--- config.mk ---
export PLATFORM = sky130hd
export DESIGN_NAME = rf_wb_arbiter
export DESIGN_NICKNAME = d
export VERILOG_FILES = /design/src/rtl/rf_pkg.sv /design/src/rtl/rr_arbiter.sv /design/src/rtl/rf_wb_arbiter.sv
export SDC_FILE = /design/constraint.sdc
export NUM_CORES = 1
export LEC_CHECK = 0
export CORE_ASPECT_RATIO = 0.7
export CORE_MARGIN = 3
export CORE_UTILIZATION = 34
export DETAILED_ROUTE_END_ITERATION = 8
export MAX_ROUTING_LAYER = met4
export PLACE_DENSITY = 0.81
export SETUP_SLACK_MARGIN = 0.05
export SLEW_MARGIN = 20
export SYNTH_ARGS = -nofsm -noshare
export SYNTH_HDL_FRONTEND = slang
export SYNTH_SLANG_ARGS = --single-unit
--- constraint.sdc ---
create_clock -name clk -period 4.4 [get_ports clk]
set_input_delay 0.88 -clock clk [delete_from_list [all_inputs] [get_ports clk]]
set_output_delay 0.88 -clock clk [all_outputs]
set_load 0.03 [all_outputs]
--- src/rtl/rf_pkg.sv ---
// Shared definitions for the register-file writeback arbiter:
// default sizes, the writeback request record and an index-width helper.
package rf_pkg;

    localparam int RF_NREQ       = 3;
    localparam int RF_ADDR_WIDTH = 5;
    localparam int RF_DATA_WIDTH = 64;

    typedef struct packed {
        logic [RF_ADDR_WIDTH-1:0] addr;
        logic [RF_DATA_WIDTH-1:0] data;
    } wb_req_t;

    // Requester index width; a single requester still needs one bit.
    function automatic int id_width(input int n);
        return (n > 1) ? $clog2(n) : 1;
    endfunction

endpackage

--- src/rtl/rr_arbiter.sv ---
// Round-robin arbiter: NREQ-wide request in, one-hot grant out.
// Priority starts at ptr and ascends with wrap; ptr moves past the
// winner whenever a grant is issued and holds otherwise.
module rr_arbiter
    import rf_pkg::*;
#(
    parameter int  NREQ = RF_NREQ,
    localparam int IDW  = id_width(NREQ)
) (
    input  logic            clk,
    input  logic            rst,
    input  logic            en,
    input  logic [NREQ-1:0] req,
    output logic [NREQ-1:0] grant,
    output logic [IDW-1:0]  grant_idx,
    output logic            any_grant
);

    logic [IDW-1:0] ptr;
    logic [IDW:0]   scan;
    logic [IDW-1:0] idx;

    // Scan requesters from ptr upward with wrap; first valid one wins.
    always_comb begin
        grant     = '0;
        grant_idx = '0;
        any_grant = 1'b0;
        scan      = '0;
        idx       = '0;
        for (int k = 0; k < NREQ; k++) begin
            scan = {1'b0, ptr} + (IDW+1)'(k);
            if (scan >= (IDW+1)'(NREQ)) begin
                scan = scan - (IDW+1)'(NREQ);
            end
            idx = scan[IDW-1:0];
            if (en && !any_grant && req[idx]) begin
                grant[idx] = 1'b1;
                grant_idx  = idx;
                any_grant  = 1'b1;
            end
        end
    end

    // Advance the priority pointer past the winner on every accept.
    always_ff @(posedge clk or negedge rst) begin
        if (!rst) begin
            ptr <= '0;
        end else if (any_grant) begin
            if (grant_idx == IDW'(NREQ-1)) begin
                ptr <= '0;
            end else begin
                ptr <= grant_idx + IDW'(1);
            end
        end
    end

endmodule

--- src/rtl/rf_wb_arbiter.sv ---
// Register-file writeback arbiter: NREQ requesters share one write port.
// Grants are combinational (round-robin); the write itself is registered
// and issues the cycle after the transfer. Writes to x0 are accepted and
// dropped. Optional read-port bypass compare is compiled in with the
// macro RF_WB_ARB_BYPASS_EN.
module rf_wb_arbiter
    import rf_pkg::*;
#(
    parameter int  NREQ       = RF_NREQ,
    parameter int  ADDR_WIDTH = RF_ADDR_WIDTH,
    parameter int  DATA_WIDTH = RF_DATA_WIDTH,
    localparam int IDW        = id_width(NREQ)
) (
    input  logic                       clk,
    input  logic                       rst,
    input  logic                       hold,
    input  logic [NREQ-1:0]            req_valid,
    output logic [NREQ-1:0]            req_ready,
    input  logic [NREQ*ADDR_WIDTH-1:0] req_addr,
    input  logic [NREQ*DATA_WIDTH-1:0] req_data,
    output logic                       rf_wen,
    output logic [ADDR_WIDTH-1:0]      rf_waddr,
    output logic [DATA_WIDTH-1:0]      rf_wdata,
    output logic [IDW-1:0]             grant_id
`ifdef RF_WB_ARB_BYPASS_EN
    ,
    input  logic [ADDR_WIDTH-1:0]      byp_raddr1,
    input  logic [ADDR_WIDTH-1:0]      byp_raddr2,
    output logic                       byp_hit1,
    output logic                       byp_hit2
`endif
);

    logic [NREQ-1:0]       grant;
    logic [IDW-1:0]        grant_idx;
    logic                  any_grant;
    logic                  arb_en;
    logic [ADDR_WIDTH-1:0] sel_addr;
    logic [DATA_WIDTH-1:0] sel_data;

    // Grants are blocked by hold and forced off while reset is asserted.
    assign arb_en    = rst & ~hold;
    assign req_ready = grant;

    rr_arbiter #(
        .NREQ (NREQ)
    ) u_rr (
        .clk       (clk),
        .rst       (rst),
        .en        (arb_en),
        .req       (req_valid),
        .grant     (grant),
        .grant_idx (grant_idx),
        .any_grant (any_grant)
    );

    // One-hot select of the winning requester's address and data.
    always_comb begin
        sel_addr = '0;
        sel_data = '0;
        for (int i = 0; i < NREQ; i++) begin
            if (grant[i]) begin
                sel_addr = sel_addr | req_addr[i*ADDR_WIDTH +: ADDR_WIDTH];
                sel_data = sel_data | req_data[i*DATA_WIDTH +: DATA_WIDTH];
            end
        end
    end

    // Register the accepted write; x0 targets still update addr/data/id but never enable.
    always_ff @(posedge clk or negedge rst) begin
        if (!rst) begin
            rf_wen   <= 1'b0;
            rf_waddr <= '0;
            rf_wdata <= '0;
            grant_id <= '0;
        end else if (any_grant) begin
            rf_wen   <= |sel_addr;
            rf_waddr <= sel_addr;
            rf_wdata <= sel_data;
            grant_id <= grant_idx;
        end else begin
            rf_wen   <= 1'b0;
        end
    end

`ifdef RF_WB_ARB_BYPASS_EN
    // Readers take rf_wdata when their address matches the write issuing now.
    assign byp_hit1 = rf_wen && (rf_waddr == byp_raddr1);
    assign byp_hit2 = rf_wen && (rf_waddr == byp_raddr2);
`endif

endmodule

==> results.ini <==
[timing]
hold_viol_final = 0
slew_headroom_pct = 31.9
setup_viol = 0
post-route-min-period_ns = 4.16
final.setup.tns_ns = 0
setup_ws_ns = 0.239
finalClockSkew_ns = 0.00568
fin_hold_ws_ns = 0.405
rsz0062_at_grt = false
max_freq_ghz = 0.240
drv_slew = 0
tightestPinTransition_ns = 1.02
post-route-period-util_pct = 94.6

[floorplanning]
ioPinCount = 288
dieArea_sq_mm = 0.0123
dieHeight_um = 93.8
start_util_pct = 35.5
coreArea_sq_mm = 0.0106
die_w_um = 131
rows = 31

[critical_path]
rrSetupSlack_ns = 0.97
startpoint_type = primary input
critPathKind = primary input to primary output
critPathCaptureType = primary output
reg2reg_depth = 10
regToRegEndpoint = rf_wen
cp.required_ns = 3.52
reg2reg_from = u_rr.ptr[0]
critPathArrivalTime_ns = 3.28
worstPathMaxFanout = 41

[clock_network]
cts.root.buffer_cell = clkbuf_16
cts_hold_buf = 0
clockBufferDepth = 2
cts.sinks = 74
clk_latency_ns = 0.33
cts.repair.resized = 0
cts_setup_buffers = 0
cts_made_buffers = 9
cts_tree = built
ctsHtreeMaxLevel = 3
clk_pin_slew_worst_paths_ns = 0.06

[final_layout]
nets = 869
nFillCells = 843
antenna_cells = 0
utilization_pct = 66.0
syn_to_final_growth_pct = 86.0
drive_gt1_share_pct = 4.87

[route]
post_drt_wl_per_cell_um = 19.1
routed-wl-met3_mm = 1.40
first_iter_violations = 477
vias = 4338
via_per_inst = 5.39
dr_wl_met2_mm = 7.93
drc = 0
drt_pass1_iterations = 9
wl_met1_mm = 5.78
wirelength_mm = 15.4
dr.max_layer_used = met4
ant_nets = 0

[global_route]
grt_pass1_wl_mm = 23.2
gr-total-overflow = 0
grt_pass1_vias = 4379
grt_max_degree = 69
antenna_found_initial = 0
grt_usage_pct = 24.1

[synthesis]
yosysTopAreaCellShare_pct = 49.5
ys_seq_area_share_pct = 49.5
ys_seq_elements = 74
yosysWarningCount = 0
synth.distinct_cells = 39
synthCells = 382
synth_largest_area_cell = dfrtp_1
netlist_area_sq_mm = 0.00374
ys_async_sr_fraction_pct = 100
synth_edf_count = 0
syn_avg_cell_area_sq_um = 9.80
synth_nets = 599
synth_area_leaders = dfrtp_1, a222oi_1, nand2_1
synth_ff_type = dfrtp_1
synth.top_cells.by_count = nand2_1, dfrtp_1, a222oi_1, clkbuf_1, buf_2
yosysMostFrequentCell = nand2_1

[power]
power_leakage_nw = 2.89
vdd_drop_max_mv = 0.289
power_density_mw_per_mm2 = 671
power_mw = 4.67

[placed_design]
dp.final_hpwl_mm = 11.3
gp_congestion = 0.871
dp_slack_ns = 0.274
place.port_buffers = 287

[run]
drv_cap = 0

[run_status]
status = completed

[hold_path]
hold_path.class = primary input to async pin

per-stage QoR:
stage	instances	instance area, sq um
floorplan	382	3740
global placement	789	6670
detailed placement	789	6670
CTS	805	6960
global route	805	6960
finish	805	6960
cells in the final DEF, fill, tap and decap left out, types with 2 or more instances in the layout:
master,n
inv_1,4
clkbuf_16,9
ha_1,4
dfrtp_1,74
clkdlybuf4s50_1,283
a221o_1,2
clkinvlp_4,2
o21ai_0,5
nor2_1,4
nor2b_1,2
a22oi_1,2
a222oi_1,66
nand2_1,140
clkbuf_1,2
a211oi_1,2
a21oi_1,3
nand2b_1,4
mux2i_1,4
o22ai_1,2
a21oi_4,2
buf_4,9
clkinv_2,2
nand3_1,6
a21o_1,5
worst max path at each step:
stage            startpoint            to  slack, ns
6_report       req_valid[0]  req_ready[1]       0.24
5_1_grt        req_valid[0]  req_ready[1]       0.16
4_1_cts        req_valid[0]  req_ready[1]       0.26
3_5_place_dp   req_valid[0]  req_ready[1]       0.27
3_3_place_gp   req_valid[0]  req_ready[1]       0.35
2_1_floorplan           rst  req_ready[0]       1.42
registers in the layout, summed over array words and instances (netlist names):
register	flops
u_rr.ptr	2
grant_id	2
rf_wen	1
rf_waddr	5
rf_wdata	64
cell families (layout without fill, tap and decap cells):
| group | count (synthesis) | after routing | share of synthesized area (%) |
|---|---|---|---|
| buf+inv | 38 | 313 | 5.48 |
| mux | 6 | 6 | 1.97 |
| simple gates | 162 | 162 | 17.6 |
| fa+ha+maj | 4 | 4 | 1.34 |
| compound gates | 98 | 98 | 24.1 |
| flops | 74 | 74 | 49.5 |
worst max-delay path: stages:
cell and delay (ns):
clkdlybuf4s50_1 0.48, or3b_1 0.42, a31oi_2 0.27, mux2i_4 0.13, nor2_4 0.78, buf_4 0.30
power by group:
part | internal [mW] | switching [mW]
clock network | 0.437 | 0.278
logic | 1.19 | 1.54
registers | 1.03 | 0.200
cell type report:
class                      count  area [sq um]  share of cell area (%)
multi-input combinational    270          1700                    24.4
clock buffer                  11           233                    3.34
timing repair buffer         293          2920                    42.0
sequential                    74          1850                    26.6
tap                          148           185                    2.66
clock inverter                 5          55.1                   0.791
inverter                       4          15.0                   0.216
per-layer routing:
layer  GRT usage, %  up-vias
met4           6.47        0
met2           42.5      248
li1               -     2002
met3           7.23       25
met1           27.1     2063
met5              -        -
Power figures use the tool's default switching activity.
==> patch 1: new RTL, same settings <==
Reset style: synchronous (`rst`), changed in 2 clocked blocks.
--- a/src/rtl/rr_arbiter.sv
+++ b/src/rtl/rr_arbiter.sv
@@ -43,5 +43,5 @@
 
     // Advance the priority pointer past the winner on every accept.
-    always_ff @(posedge clk or negedge rst) begin
+    always_ff @(posedge clk) begin
         if (!rst) begin
             ptr <= '0;
--- a/src/rtl/rf_wb_arbiter.sv
+++ b/src/rtl/rf_wb_arbiter.sv
@@ -68,5 +68,5 @@
 
     // Register the accepted write; x0 targets still update addr/data/id but never enable.
-    always_ff @(posedge clk or negedge rst) begin
+    always_ff @(posedge clk) begin
         if (!rst) begin
             rf_wen   <= 1'b0;
Check against the original RTL: differs if rst is asserted again (counterexample within 4 cycles, from zero or initial values and one cycle with rst low); with rst held inactive, the same outputs for 10 cycles.
==> patch 1 against the unedited design <==
- sequential share of layout area down 4.8 points
- area after synthesis fell by 2.0%
- setup slack gained 0.29 ns
- routed wire length fell by 5.9%
- non-clock buffer count did not move
- synthesized cell count grew 1.6%
- final area shrank 2.2%
- hold slack better by 0.041 ns
- sequential cell count did not move
Power is not compared: it rests on default switching activity, and its combinational part moved more than twofold at a synthesized area within 25%.
==> patch 1: results (changes against the unedited design) <==
metric	value	unit	change
worst setup skew after layout	0.007089	ns	+0.001404 ns
Hold Path Class	reg2reg		
register-to-register setup slack	1.29	ns	+0.32 ns
outcome	complete, no violations		
first-pass GRT wire length	21930	um	-5.4%
half-perimeter wire length after placement	10580	um	-6.6%
most frequent cells after synthesis	nand2_1, dfxtp_1, a21boi_1, a222oi_1, buf_2		
placer's final routability congestion estimate	0.8838		+1.5%
layout cell share with drive strength beyond 1	5.344	%	+0.47 points
number of global-route vias before repair	4398		+0.43%
kind of cell adding the most delay to the critical path	compound AO/OA/AOI/OAI gates		
largest net degree at the start of global routing	73		+5.8%
Vias per Instance	5.554		+3.1%
Setup crit start	req_valid[1]		
DRT iter0 DRCs	448		-6.1%
Placement Cell Area	6486	sq um	-2.8%
slowest CP cell	a41o_2		
Tightest Pin Transition	0.7622	ns	-0.2572 ns
CP Data Arrival Time	2.99	ns	-0.29 ns
proportion of synthesized chip area in sequential cells	40.41	%	-9.1 points
number of library cell types mapped by synthesis	37		-5.1%
global router's overall resource usage	23.39	%	-0.69 points
Worst R2R Start	u_rr.ptr[0]		
synthesized net count	605		+1.0%
largest fanout on the critical path	29		-29%
number of buffers inserted by port buffering	287		unchanged
number of cells on the worst reg-to-reg path	8		-2
proportion of synthesized flip-flops having asynchronous set or reset	0	%	-100 points
number of nets in the layout	867		-0.23%
## patch 1: kinds of logic (layout without fill, tap and decap cells)
logic type | Yosys count | in the layout | synth area share (%)
compound gates | 160 | 160 | 37.85
flops | 74 | 74 | 40.41
simple gates | 97 | 97 | 10.79
buf+inv | 48 | 315 | 7.782
fa+ha+maj | 4 | 4 | 1.365
mux | 5 | 5 | 1.809
## patch 1: routing by layer
layer  routed length (um)  vias to the layer above  track usage (%)
met3                 1314                       22            6.916
met1                 5677                     2053            26.65
met4                  219                        0            5.796
met2                 7273                      239            40.32
li1                     -                     2057                -
met5                    0                        -                -
## patch 1: cell type report
cell class	count	area, sq um
Fill cell	841	3627
Tap cell	132	165.2
Clock inverter	5	77.57
Clock buffer	11	242.7
Sequential cell	74	1481
Inverter	6	22.52
Multi-Input combinational cell	266	1912
Timing Repair Buffer	293	2905
## patch 1: metrics by stage
step                setup WS [ns]  hold slack, ns  cells  power (mW)
finish                     0.5274          0.4456    787       2.257
global route               0.4085          0.4657    787       2.358
CTS                        0.5723          0.4505    787       2.276
detailed placement         0.5446          0.4426    771       1.487
global placement           0.6650          0.4386    771       1.471
floorplan                   1.512          0.4680    388       1.127
## patch 1: how the worst min path moves through the flow
stage	startpoint	end	slack, ns	depth (start not counted)
global placement	grant_id[0]	grant_id[0]	0.44	2
global route	grant_id[0]	grant_id[0]	0.47	2
CTS	grant_id[0]	grant_id[0]	0.45	2
finish	grant_id[0]	grant_id[0]	0.45	2
floorplan	u_rr.ptr[0]	u_rr.ptr[0]	0.47	2
detailed placement	grant_id[0]	grant_id[0]	0.44	2
## patch 1: power by group
part	internal [mW]	switching, mW	total (mW)
Combinational	0.374	0.331	0.705
Sequential	0.734	0.0336	0.768
Clock	0.510	0.274	0.784
## patch 1: worst reg2reg max path, cell delays in order, from the launching register on
cell	delay [ns]
dfxtp_1	0.37
inv_1	0.08
ha_1	0.50
nand2_1	0.10
o22ai_1	0.41
a41o_2	0.66
buf_4	0.52
a222oi_1	0.22
a21boi_1	0.19
==> patch 2: new RTL, config.mk and constraints unchanged <==
Without the edit above. Add a define of `RF_WB_ARB_BYPASS_EN`.
--- a/src/rtl/rf_wb_arbiter.sv
+++ b/src/rtl/rf_wb_arbiter.sv
@@ -4,4 +4,6 @@
 // dropped. Optional read-port bypass compare is compiled in with the
 // macro RF_WB_ARB_BYPASS_EN.
+`define RF_WB_ARB_BYPASS_EN
+
 module rf_wb_arbiter
     import rf_pkg::*;
Interface: changed (added byp_hit1, byp_hit2, byp_raddr1 and byp_raddr2); port bits go from 288 to 300. No check against the original RTL was run, so the function may have changed too.
==> patch 2 against the unedited design <==
- area after synthesis grew 3.1%
- power grew 2.2%
- setup slack better by 0.15 ns
- sequential cell count did not move
- final area up 3.5%
- final cell count increased by 3.2%
- sequential share of layout area is 0.89 points lower
- count of clock-buffer cells in the layout fell by 1
- routed wire length rose by 5.1%
- synthesized cell count grew 3.7%
==> patch 2: results (changes against the unedited design) <==
metric	value	unit	change
first-pass GRT wire length	24410	um	+5.3%
Hold Path Class	reg2reg		
leakage power figure	2.992	nW	+3.6%
synthesized net count	623		+4.0%
Resized Gates After CTS	0		unchanged
register-to-register setup slack	1.06	ns	+0.09 ns
TritonCTS Buffers	9		unchanged
DRT iter0 DRCs	548		+15%
post-placement cell count	815		+3.3%
antenna violations before repair	0		unchanged
minimum clock period after layout	4.015	ns	-0.1463 ns
Psw	2.072	mW	+2.8%
headroom to the max-slew limit	36.08	%	+4.2 points
largest net degree at the start of global routing	75		+8.7%
proportion of synthesized area in mux cells	1.914	%	-0.059 points
half-perimeter wire length after placement	12140	um	+7.1%
worst hold path endpoint	grant_id[0]		
outcome	complete, no violations		
Largest regs	rf_wdata x64, rf_waddr x5		
number of nets in the layout	905		+4.1%
maximum cell stage delay along the critical path	0.72	ns	-0.06 ns
proportion of synthesized chip area in sequential cells	48.01	%	-1.5 points
Gate Count Post-Synth	396		+3.7%
post-CTS setup buffer count	0		unchanged
adder-cell area share of the yosys netlist	1.297	%	-0.040 points
Worst Hold Launch	grant_id[0]		
routed length on met3	1512	um	+8.3%
non-filler instance count after layout	831		+3.2%
worst setup skew after layout	0.004351	ns	-0.001333 ns
routed length on met2	8417	um	+6.1%
most frequent cells after synthesis	nand2_1, dfrtp_1, a222oi_1, clkbuf_1, buf_2		
layout cell share with drive strength beyond 1	4.839	%	-0.032 points
number of global-route vias before repair	4693		+7.2%
pre-CTS worst setup slack	0.3340	ns	+0.06014 ns
endpoint of the worst register-to-register path	rf_wen		
clock latency on the worst-skew pair	0.33	ns	about the same
largest fanout on the critical path	37		-9.8%
Vias per Instance	5.456		+1.2%
cell at the root of the clock tree	clkbuf_16		
number of library cell types mapped by synthesis	42		+7.7%
share of the synthesized area in compound gates (AO/OA/AOI/OAI)	23.39	%	-0.72 points
most frequently used flop master after synthesis	dfrtp_1		
highest ir drop seen on vdd	0.3080	mV	+6.7%
CP Data Arrival Time	3.14	ns	-0.14 ns
Placement Cell Area	6905	sq um	+3.5%
number of buffers inserted by port buffering	299		+4.2%
average routed wire per standard cell	19.47	um	+1.8%
Synth area leaders	dfrtp_1, a222oi_1, nand2_1		
Met1 Routed Length	5817	um	+0.71%
xor/xnor share of the synthesized area	2.271	%	+2.3 points
global router's overall resource usage	25.28	%	+1.2 points
placer's final routability congestion estimate	0.8505		-2.3%
==> patch 2: through the flow <==
step,hold slack (ns),power (mW)
2_1_floorplan,0.5016,2.882
3_3_place_gp,0.4610,3.980
3_5_place_dp,0.4698,4.051
4_1_cts,0.4836,4.792
5_1_grt,0.4988,5.033
6_report,0.4849,4.771
==> patch 2: worst max-delay path, delay by kind of cell <==
| family | cells | cell delay, ns |
|---|---|---|
| buffers and inverters | 2 | 0.77 |
| and+or+nand+nor | 2 | 1.13 |
| AOI/OAI and AO/OA | 1 | 0.25 |
| muxes | 1 | 0.12 |
==> patch 2: cell families after synthesis <==
kind of cell	count (synthesis)
AOI/OAI and AO/OA	98
DFF	74
adders and majority gates	4
xor gates and xnor gates	10
buffers and inverters	38
and+or+nand+nor	166
muxes	6
==> patch 2: area by class of cell <==
type | count | area (sq um)
Fill cell | 855 | 3503
Timing Repair Buffer | 305 | 3040
Sequential cell | 74 | 1852
Multi-Input combinational cell | 284 | 1813
Clock buffer | 10 | 239.0
Tap cell | 148 | 185.2
Clock inverter | 5 | 55.05
Inverter | 4 | 15.01
Antenna cell | 1 | 2.502
==> patch 2: per-layer routing <==
metal,up-vias,global-route usage (%)
li1,2067,-
met1,2152,28.28
met2,285,44.38
met3,30,7.173
met4,0,8.219
met5,-,-
==> patch 2: worst max path at each step <==
stage                             from      endpoint  slack (ns)  depth (start not counted)
after floorplan                    rst  req_ready[0]        1.42                          5
after global placement    req_valid[0]  req_ready[1]        0.39                          6
after detailed placement  req_valid[0]  req_ready[1]        0.33                          6
after CTS                 req_valid[0]  req_ready[1]        0.35                          6
after global routing      req_valid[0]  req_ready[1]        0.20                          6
final                     req_valid[0]  req_ready[1]        0.38                          6
==> patch 2: power groups by stage <==
stage | logic [mW] | clock network, mW | registers, mW
after floorplan | 0.997 | 0 | 1.89
after global placement | 2.74 | 0 | 1.24
after detailed placement | 2.78 | 0 | 1.27
after CTS | 2.79 | 0.744 | 1.26
after global routing | 2.95 | 0.775 | 1.31
final | 2.77 | 0.733 | 1.26
